`src/rtl/ps2_scan_sequencer.sv`:
```
// PS/2 set-2 scan-code sequencer: strips E0/F0/E1 prefixes and
// emits one held key event per make/break code, with timeout recovery.
module ps2_scan_sequencer #(
    parameter int TIMEOUT_CYC = 50000,
    parameter int TW          = 16
) (
    input  logic       Clk,
    input  logic       Reset_n,
    input  logic [7:0] byte_in,
    input  logic       byte_valid,
    output logic [7:0] keyCode,
    output logic       press,
    output logic       ext,
    output logic       evt_valid,
    output logic       busy,
    output logic [7:0] err_cnt
);

    typedef enum logic [2:0] {
        IDLE,
        EXT,
        BRK,
        EXT_BRK,
        SKIP
    } state_t;

    state_t        state;
    state_t        state_nx;
    logic [TW-1:0] timer;
    logic [2:0]    skip_cnt;
    logic [2:0]    skip_nx;

    logic is_e0;
    logic is_f0;
    logic is_e1;
    logic is_12;
    logic is_ign;
    logic expire;

    logic emit;
    logic emit_press;
    logic emit_ext;
    logic proto_err;
    logic err_inc;

    assign is_e0  = (byte_in == 8'hE0);
    assign is_f0  = (byte_in == 8'hF0);
    assign is_e1  = (byte_in == 8'hE1);
    assign is_12  = (byte_in == 8'h12);
    assign is_ign = (byte_in == 8'h00) || (byte_in == 8'hAA) ||
                    (byte_in == 8'hEE) || (byte_in == 8'hFA) ||
                    (byte_in == 8'hFC) || (byte_in == 8'hFE) ||
                    (byte_in == 8'hFF);

    // A byte on the expiry cycle takes priority over the timeout.
    assign expire = !byte_valid && (state != IDLE) &&
                    (timer == TW'(TIMEOUT_CYC - 1));

    always_ff @(posedge Clk or negedge Reset_n) begin
        if (!Reset_n) begin
            state    <= IDLE;
            skip_cnt <= 3'd0;
        end else begin
            state    <= state_nx;
            skip_cnt <= skip_nx;
        end
    end

    always_comb begin
        state_nx = state;
        skip_nx  = skip_cnt;
        if (byte_valid) begin
            unique case (state)
                IDLE: begin
                    unique case (1'b1)
                        is_e0: state_nx = EXT;
                        is_f0: state_nx = BRK;
                        is_e1: begin
                            state_nx = SKIP;
                            skip_nx  = 3'd7;
                        end
                        default: state_nx = IDLE;
                    endcase
                end
                EXT: begin
                    if (is_f0) state_nx = EXT_BRK;
                    else       state_nx = IDLE;
                end
                BRK:     state_nx = IDLE;
                EXT_BRK: state_nx = IDLE;
                SKIP: begin
                    skip_nx = skip_cnt - 3'd1;
                    if (skip_cnt == 3'd1) state_nx = IDLE;
                end
                default: state_nx = IDLE;
            endcase
        end else if (expire) begin
            state_nx = IDLE;
            skip_nx  = 3'd0;
        end
    end

    always_comb begin
        emit       = 1'b0;
        emit_press = 1'b0;
        emit_ext   = 1'b0;
        proto_err  = 1'b0;
        if (byte_valid) begin
            unique case (state)
                IDLE: begin
                    emit       = !(is_e0 || is_f0 || is_e1 || is_ign);
                    emit_press = 1'b1;
                end
                EXT: begin
                    proto_err  = is_e0 || is_e1;
                    emit       = !(is_e0 || is_e1 || is_f0 || is_12);
                    emit_press = 1'b1;
                    emit_ext   = 1'b1;
                end
                BRK: begin
                    proto_err = is_e0 || is_f0 || is_e1;
                    emit      = !(is_e0 || is_f0 || is_e1);
                end
                EXT_BRK: begin
                    proto_err = is_e0 || is_f0 || is_e1;
                    emit      = !(is_e0 || is_f0 || is_e1 || is_12);
                    emit_ext  = 1'b1;
                end
                SKIP: ;
                default: ;
            endcase
        end
    end

    assign err_inc = proto_err || expire;
    assign busy    = (state != IDLE);

    always_ff @(posedge Clk or negedge Reset_n) begin
        if (!Reset_n) begin
            timer <= '0;
        end else if (byte_valid || expire || state == IDLE) begin
            timer <= '0;
        end else begin
            timer <= timer + 1'b1;
        end
    end

    // Key fields only move on an event so level samplers never see glitches.
    always_ff @(posedge Clk or negedge Reset_n) begin
        if (!Reset_n) begin
            keyCode   <= 8'h00;
            press     <= 1'b0;
            ext       <= 1'b0;
            evt_valid <= 1'b0;
        end else begin
            evt_valid <= emit;
            if (emit) begin
                keyCode <= byte_in;
                press   <= emit_press;
                ext     <= emit_ext;
            end
        end
    end

    always_ff @(posedge Clk or negedge Reset_n) begin
        if (!Reset_n) begin
            err_cnt <= 8'h00;
        end else if (err_inc && err_cnt != 8'hFF) begin
            err_cnt <= err_cnt + 8'h01;
        end
    end

endmodule

```
`config.mk`:
```
export PLATFORM = sky130hd
export DESIGN_NAME = ps2_scan_sequencer
export DESIGN_NICKNAME = d
export VERILOG_FILES = /design/src/rtl/ps2_scan_sequencer.sv
export SDC_FILE = /design/constraint.sdc
export NUM_CORES = 1
export LEC_CHECK = 0
export BUFFER_PORTS_ARGS = -buffer_cell sky130_fd_sc_hd__buf_2
export CAP_MARGIN = 10
export CORE_MARGIN = 10
export CORE_UTILIZATION = 35
export CTS_BUF_LIST = sky130_fd_sc_hd__clkbuf_16
export DETAILED_ROUTE_END_ITERATION = 10
export PLACE_DENSITY = 0.64
export SLEW_MARGIN = 20
export SYNTH_ARGS = -nofsm -noshare
export SYNTH_HDL_FRONTEND = slang
export SYNTH_SLANG_ARGS = --single-unit
```
`constraint.sdc`:
```
create_clock -name Clk -period 3.1 [get_ports Clk]
set_input_delay 0.155 -clock Clk [delete_from_list [all_inputs] [get_ports Clk]]
set_output_delay 0.155 -clock Clk [all_outputs]
set_load 0.02 [all_outputs]
```
Yosys cells after proc, flatten, opt, wreduce, memory -nomap -nowiden
Index checks and enable logic that the tools add are counted.
Word-level totals
  bits in registers: 41
  logic and storage cells: 82
  latch bits: 0
  output and inout port bits: 20
  memories kept: 0
  memory bits (writable): 0
  ROM bits: 0
  bits of input ports: 11
Operators by class
  multiplexer cells: 18
  $lt $le $gt $ge: 0
  divide/modulo/power cells: 0
  multiply operators: 0
  shifts and indexed selects: 0
  bitwise gates (word level): 0
  reductions and logical operators: 33
  add/sub/neg operators: 3
  equality and inequality tests: 20
Operators by type and width (count)
  8-bit equality test, second input constant: 9
  3-bit one-hot mux with 3 select lines: 2
  16-bit by 1-bit adder with 16-bit output, second input constant: 1
  16-bit equality test, second input constant: 1
  1-bit logical OR: 16
  16-bit two-way mux: 1
  3-bit two-way mux: 5
  8-bit by 1-bit adder with 8-bit output, second input constant: 1
  8-bit by 5-bit equality test with 1-bit output, second input constant: 1
  8-bit logical NOT: 1
  8-bit != test, second input constant: 1
  3-bit by 1-bit equality test with 1-bit output, second input constant: 2
  3-bit by 2-bit equality test with 1-bit output, second input constant: 2
  1-bit two-way mux: 6
  3-bit != test, second input constant: 2
  3-bit one-hot mux with 2 select lines: 1
  2-bit OR reduction: 3
  1-bit logical NOT: 5
  1-bit one-hot mux with 4 select lines: 1
  3-bit equality test, second input constant: 1
  1-bit logical AND: 3
  3-bit logical NOT: 1
  3-bit by 1-bit != test with 1-bit output, second input constant: 1
  3-bit AND reduction: 1
  other kinds (6): 6

Logic depth before layout (Yosys ltp)
  depth in word-level cells: 11
  gate-level depth with buffers: 7
  depth with buffers taken out: 6

Worst setup path before layout
OpenSTA, ideal clock, no wires.
  kind: flip-flop to flip-flop
  start: reg timer[10]
  end: reg err_cnt[1]
  data arrival time: 2154 ps
  stages on the path, launching flop included: 7
  required time: 2975 ps
  buffers on the path: 1
  period minus slack after synthesis: 2279 ps
  path slack: 821 ps
  setup time: 125 ps
  cells stage by stage: dfrtp_1 > clkbuf_2 > or4b_1 > or4_4 > o31ai_4 > nand2_1 > mux2_4
Between the ends
  word-level cells in the longest chain between the ends: 4
Ends and longest elaborated chain
  start: declaration: line 29  | logic [TW-1:0] timer;
  start signal: assignment: line 144  | timer <= timer + 1'b1;
  16-bit equality test: line 57  | (timer == TW'(TIMEOUT_CYC - 1));
  1-bit logical AND: line 56  | assign expire = !byte_valid && (state != IDLE) &&
  1-bit logical OR: line 135  | assign err_inc = proto_err || expire;
  1-bit logical AND: line 168  | end else if (err_inc && err_cnt != 8'hFF) begin
  end signal: assignment: line 169  | err_cnt <= err_cnt + 8'h01;
  end: declaration: line 16  | output logic [7:0] err_cnt
Every way passes these cells.
A chain may end at the register's enable or synchronous reset.

Final worst setup path
  start: reg timer[4]
  end: reg err_cnt[1]
Same word-level chain as after synthesis.

==> results.sh <==
export IMPL_dp_hpwl_um=3275
export IMPL_r2r_start="timer[4]"
export IMPL_wl_per_cell_um=14.34
export IMPL_yosysUniqueCellTypes=45
export IMPL_clk_latency_ps=280
export IMPL_grt_setup_unrepaired="no"
export IMPL_drt_wl_total_um=4633
export IMPL_fp_coreArea_mm2=0.005991
export IMPL_syn_area_per_cell_um2=9.857
export IMPL_netlist_area_mm2=0.002188
export IMPL_syn_inst=222
export IMPL_syn_to_final_growth_pct=17.10
export IMPL_dr_pass1_iters=4
export IMPL_clk_root_buffer_cell="clkbuf_16"
export IMPL_drc=0
export IMPL_hold_viol_final=0
export IMPL_vdd_ir_drop_max_v=0.0003832
export IMPL_path_max_fanout=8
export IMPL_critical_path_required_ps=3270
export IMPL_final_net_count=262
export IMPL_vias_per_cell=5.331
export IMPL_status="finished, final reports clean"
export IMPL_place_port_buffers=30
export IMPL_clock_sinks=41
export IMPL_synth_area_top_cells="dfrtp_1 (47%), mux2_2 (5.7%), xor2_1 (4.0%)"
export IMPL_fin_tns_setup_ps=0
export IMPL_period_share_pct=78.87
export IMPL_grt_pass1_vias=1606
export IMPL_relSlewSlack_pct=38.41
export IMPL_grt_usage_pct=9.261
export IMPL_synth_ff_type="dfrtp_1"
export IMPL_numCtsBuffers=5
export IMPL_antenna_left=0
export IMPL_drv_slew=0
export IMPL_dr_max_layer_used="met4"
export IMPL_cts_repair_resized=0
export IMPL_gp_congestion=0.8107
export IMPL_synth_warning_count=0
export IMPL_n_antenna_cell=0
export IMPL_core_rowCount=28
export IMPL_whs_ps=7.670
export IMPL_ys_ff_latch=41
export IMPL_via_count=1722
export IMPL_critical_path_arrival_ps=2620
export IMPL_cts_max_level=2
export IMPL_critPathKind="reg -> reg"
export IMPL_setup_viol=0
export IMPL_min_path_type="in -> async"
export IMPL_cts_hold_buf=0
export IMPL_synthArstFlopShare_pct=100.0
export IMPL_grt_pass1_wl_um=7714
export IMPL_path_clk_slew_ps=60
export IMPL_grt_max_degree=42
export IMPL_worst_setup_path_start_kind="flip-flop"
export IMPL_critPathLaunch="timer[4]"
export IMPL_fp_dieW_um=99.07
export IMPL_nFillCells=568
export IMPL_period_minus_slack_ps=2445
export IMPL_die_height_um=99.07
export IMPL_end_kind="flip-flop"
export IMPL_clk_path_buf_depth=2
export IMPL_drive_above_1_share_pct=21.77
export IMPL_start_util_pct=36.53
export IMPL_skew_ps=8.981
export IMPL_antenna_found_initial=0
export IMPL_max_freq_mhz=409.0
export IMPL_p_per_area_mw_per_mm2=494.1
export IMPL_synth_edf_count=0
export IMPL_drtIter0Drc=116
export IMPL_die_area_mm2=0.009815
export IMPL_grt_overflow=0
export IMPL_worst_slew_pin_slew_ps=923.8
export IMPL_wl_met3_um=351
export IMPL_power_leakage_nw=1.139
export IMPL_dr_wl_met2_um=2032
export IMPL_netlist_top_cell_by_area="dfrtp_1"
export IMPL_top_level_ports=31
export IMPL_final_seq_area_mm2=0.001026
export IMPL_maxCapViolCount=0
export IMPL_wl_met1_um=2213
export IMPL_syn_nets=237
export IMPL_cts_tree="done"
export IMPL_synth_top_area_share_pct=46.88
export IMPL_yosysSeqAreaShare_pct=46.88
export IMPL_cts_setup_buffers=0
export IMPL_multi_input_area_mm2=0.001091
## worst max-delay path: stages (launching register included)
cell and delay [ps]:
dfrtp_1 440, or4b_1 540, or4_4 450, o31ai_4 400, nand2_1 180, mux2_4 320
## per-stage QoR
stage	worst slack [ps]	total power [mW]	cells	util [%]	area, um2
after detailed placement	677.1	0.6807	315	39.81	2385
final	655.0	1.266	323	42.77	2562
after CTS	672.0	1.280	323	42.67	2556
after global placement	741.3	0.6784	315	39.81	2385
after floorplan	821.1	0.6356	222	-	2188
after global routing	594.1	1.311	323	42.77	2562
## synthesized netlist by cell type, types with 2 or more instances
cell and number:
nor4_1 4, nand4_1 6, and4_1 3, o21ai_0 4
a21oi_1 9, inv_1 8, nand3_1 14, nor2b_1 2
a21boi_0 2, ha_1 4, o31ai_1 2, xor2_1 10
xnor2_1 8, nor4b_1 4, a22o_1 2, a31oi_1 2
clkbuf_1 10, and3_1 9, dfrtp_1 41, nor3_1 5
mux2_2 11, nor2_1 23, and2_1 2, nand2_1 16
## power by group
part / switching (mW) / leakage [nW] / internal [mW]
Clock: 0.216 / 0.0800 / 0.381
Sequential: 0.0105 / 0.547 / 0.552
Combinational: 0.0670 / 0.512 / 0.0391
Total: 0.294 / 1.14 / 0.972
## kinds of logic after synthesis
family	share of synthesized area, %
buf+inv	3.545
flops	46.88
fa+ha+maj	2.745
compound gates	10.18
mux	6.804
xor+xnor	7.204
simple gates	22.64
## registers in the layout, indices dropped and copies added, names as in the netlist
| register | cells |
|---|---|
| ext | 1 |
| err_cnt | 8 |
| keyCode | 8 |
| state | 3 |
| evt_valid | 1 |
| timer | 16 |
| skip_cnt | 3 |
| press | 1 |
## worst paths after layout
path | end | slack [ps] | depth (start not counted)
setup / recovery | err_cnt[1] | 650 | 5
hold / removal | keyCode[7] | 8 | 1
setup reg to reg | err_cnt[1] | 650 | 5
hold reg to reg | timer[0] | 460 | 1
max in group asynchronous | timer[9] | 2520 | 1
min in group Clk | keyCode[7] | 170 | 2
## cells in the final DEF (no fill, tap or decap), types with 2 or more instances in the layout
| cell | n |
|---|---|
| nand2_1 | 16 |
| nand3_1 | 14 |
| nand4_1 | 6 |
| buf_2 | 30 |
| o31ai_1 | 2 |
| clkbuf_16 | 5 |
| xor2_1 | 10 |
| nor2_1 | 23 |
| xnor2_1 | 8 |
| and4_1 | 3 |
| nor2b_1 | 2 |
| and2_1 | 2 |
| nor3_1 | 5 |
| a21oi_1 | 9 |
| nor4_1 | 4 |
| mux2_2 | 11 |
| o21ai_0 | 4 |
| dfrtp_1 | 41 |
| ha_1 | 4 |
| inv_1 | 8 |
| nor4b_1 | 4 |
| a22o_1 | 2 |
| and3_1 | 9 |
| a21boi_0 | 2 |
## area by class of cell
cell class | count | share of cell area, %
multi-input cells | 161 | 42.58
repair buffers | 30 | 5.859
clock buffers | 5 | 4.883
flip-flops and latches | 41 | 40.04
inverters | 8 | 1.172
well taps | 75 | 3.662
clock inverters | 3 | 1.807
## per-layer routing
metal | vias to the layer above | track usage [%]
li1 | 840 | -
met1 | 834 | 12.09
met2 | 44 | 13.73
met3 | 4 | 3.701
met4 | 0 | 2.646
met5 | - | 0
(Power assumes the default switching activity.)
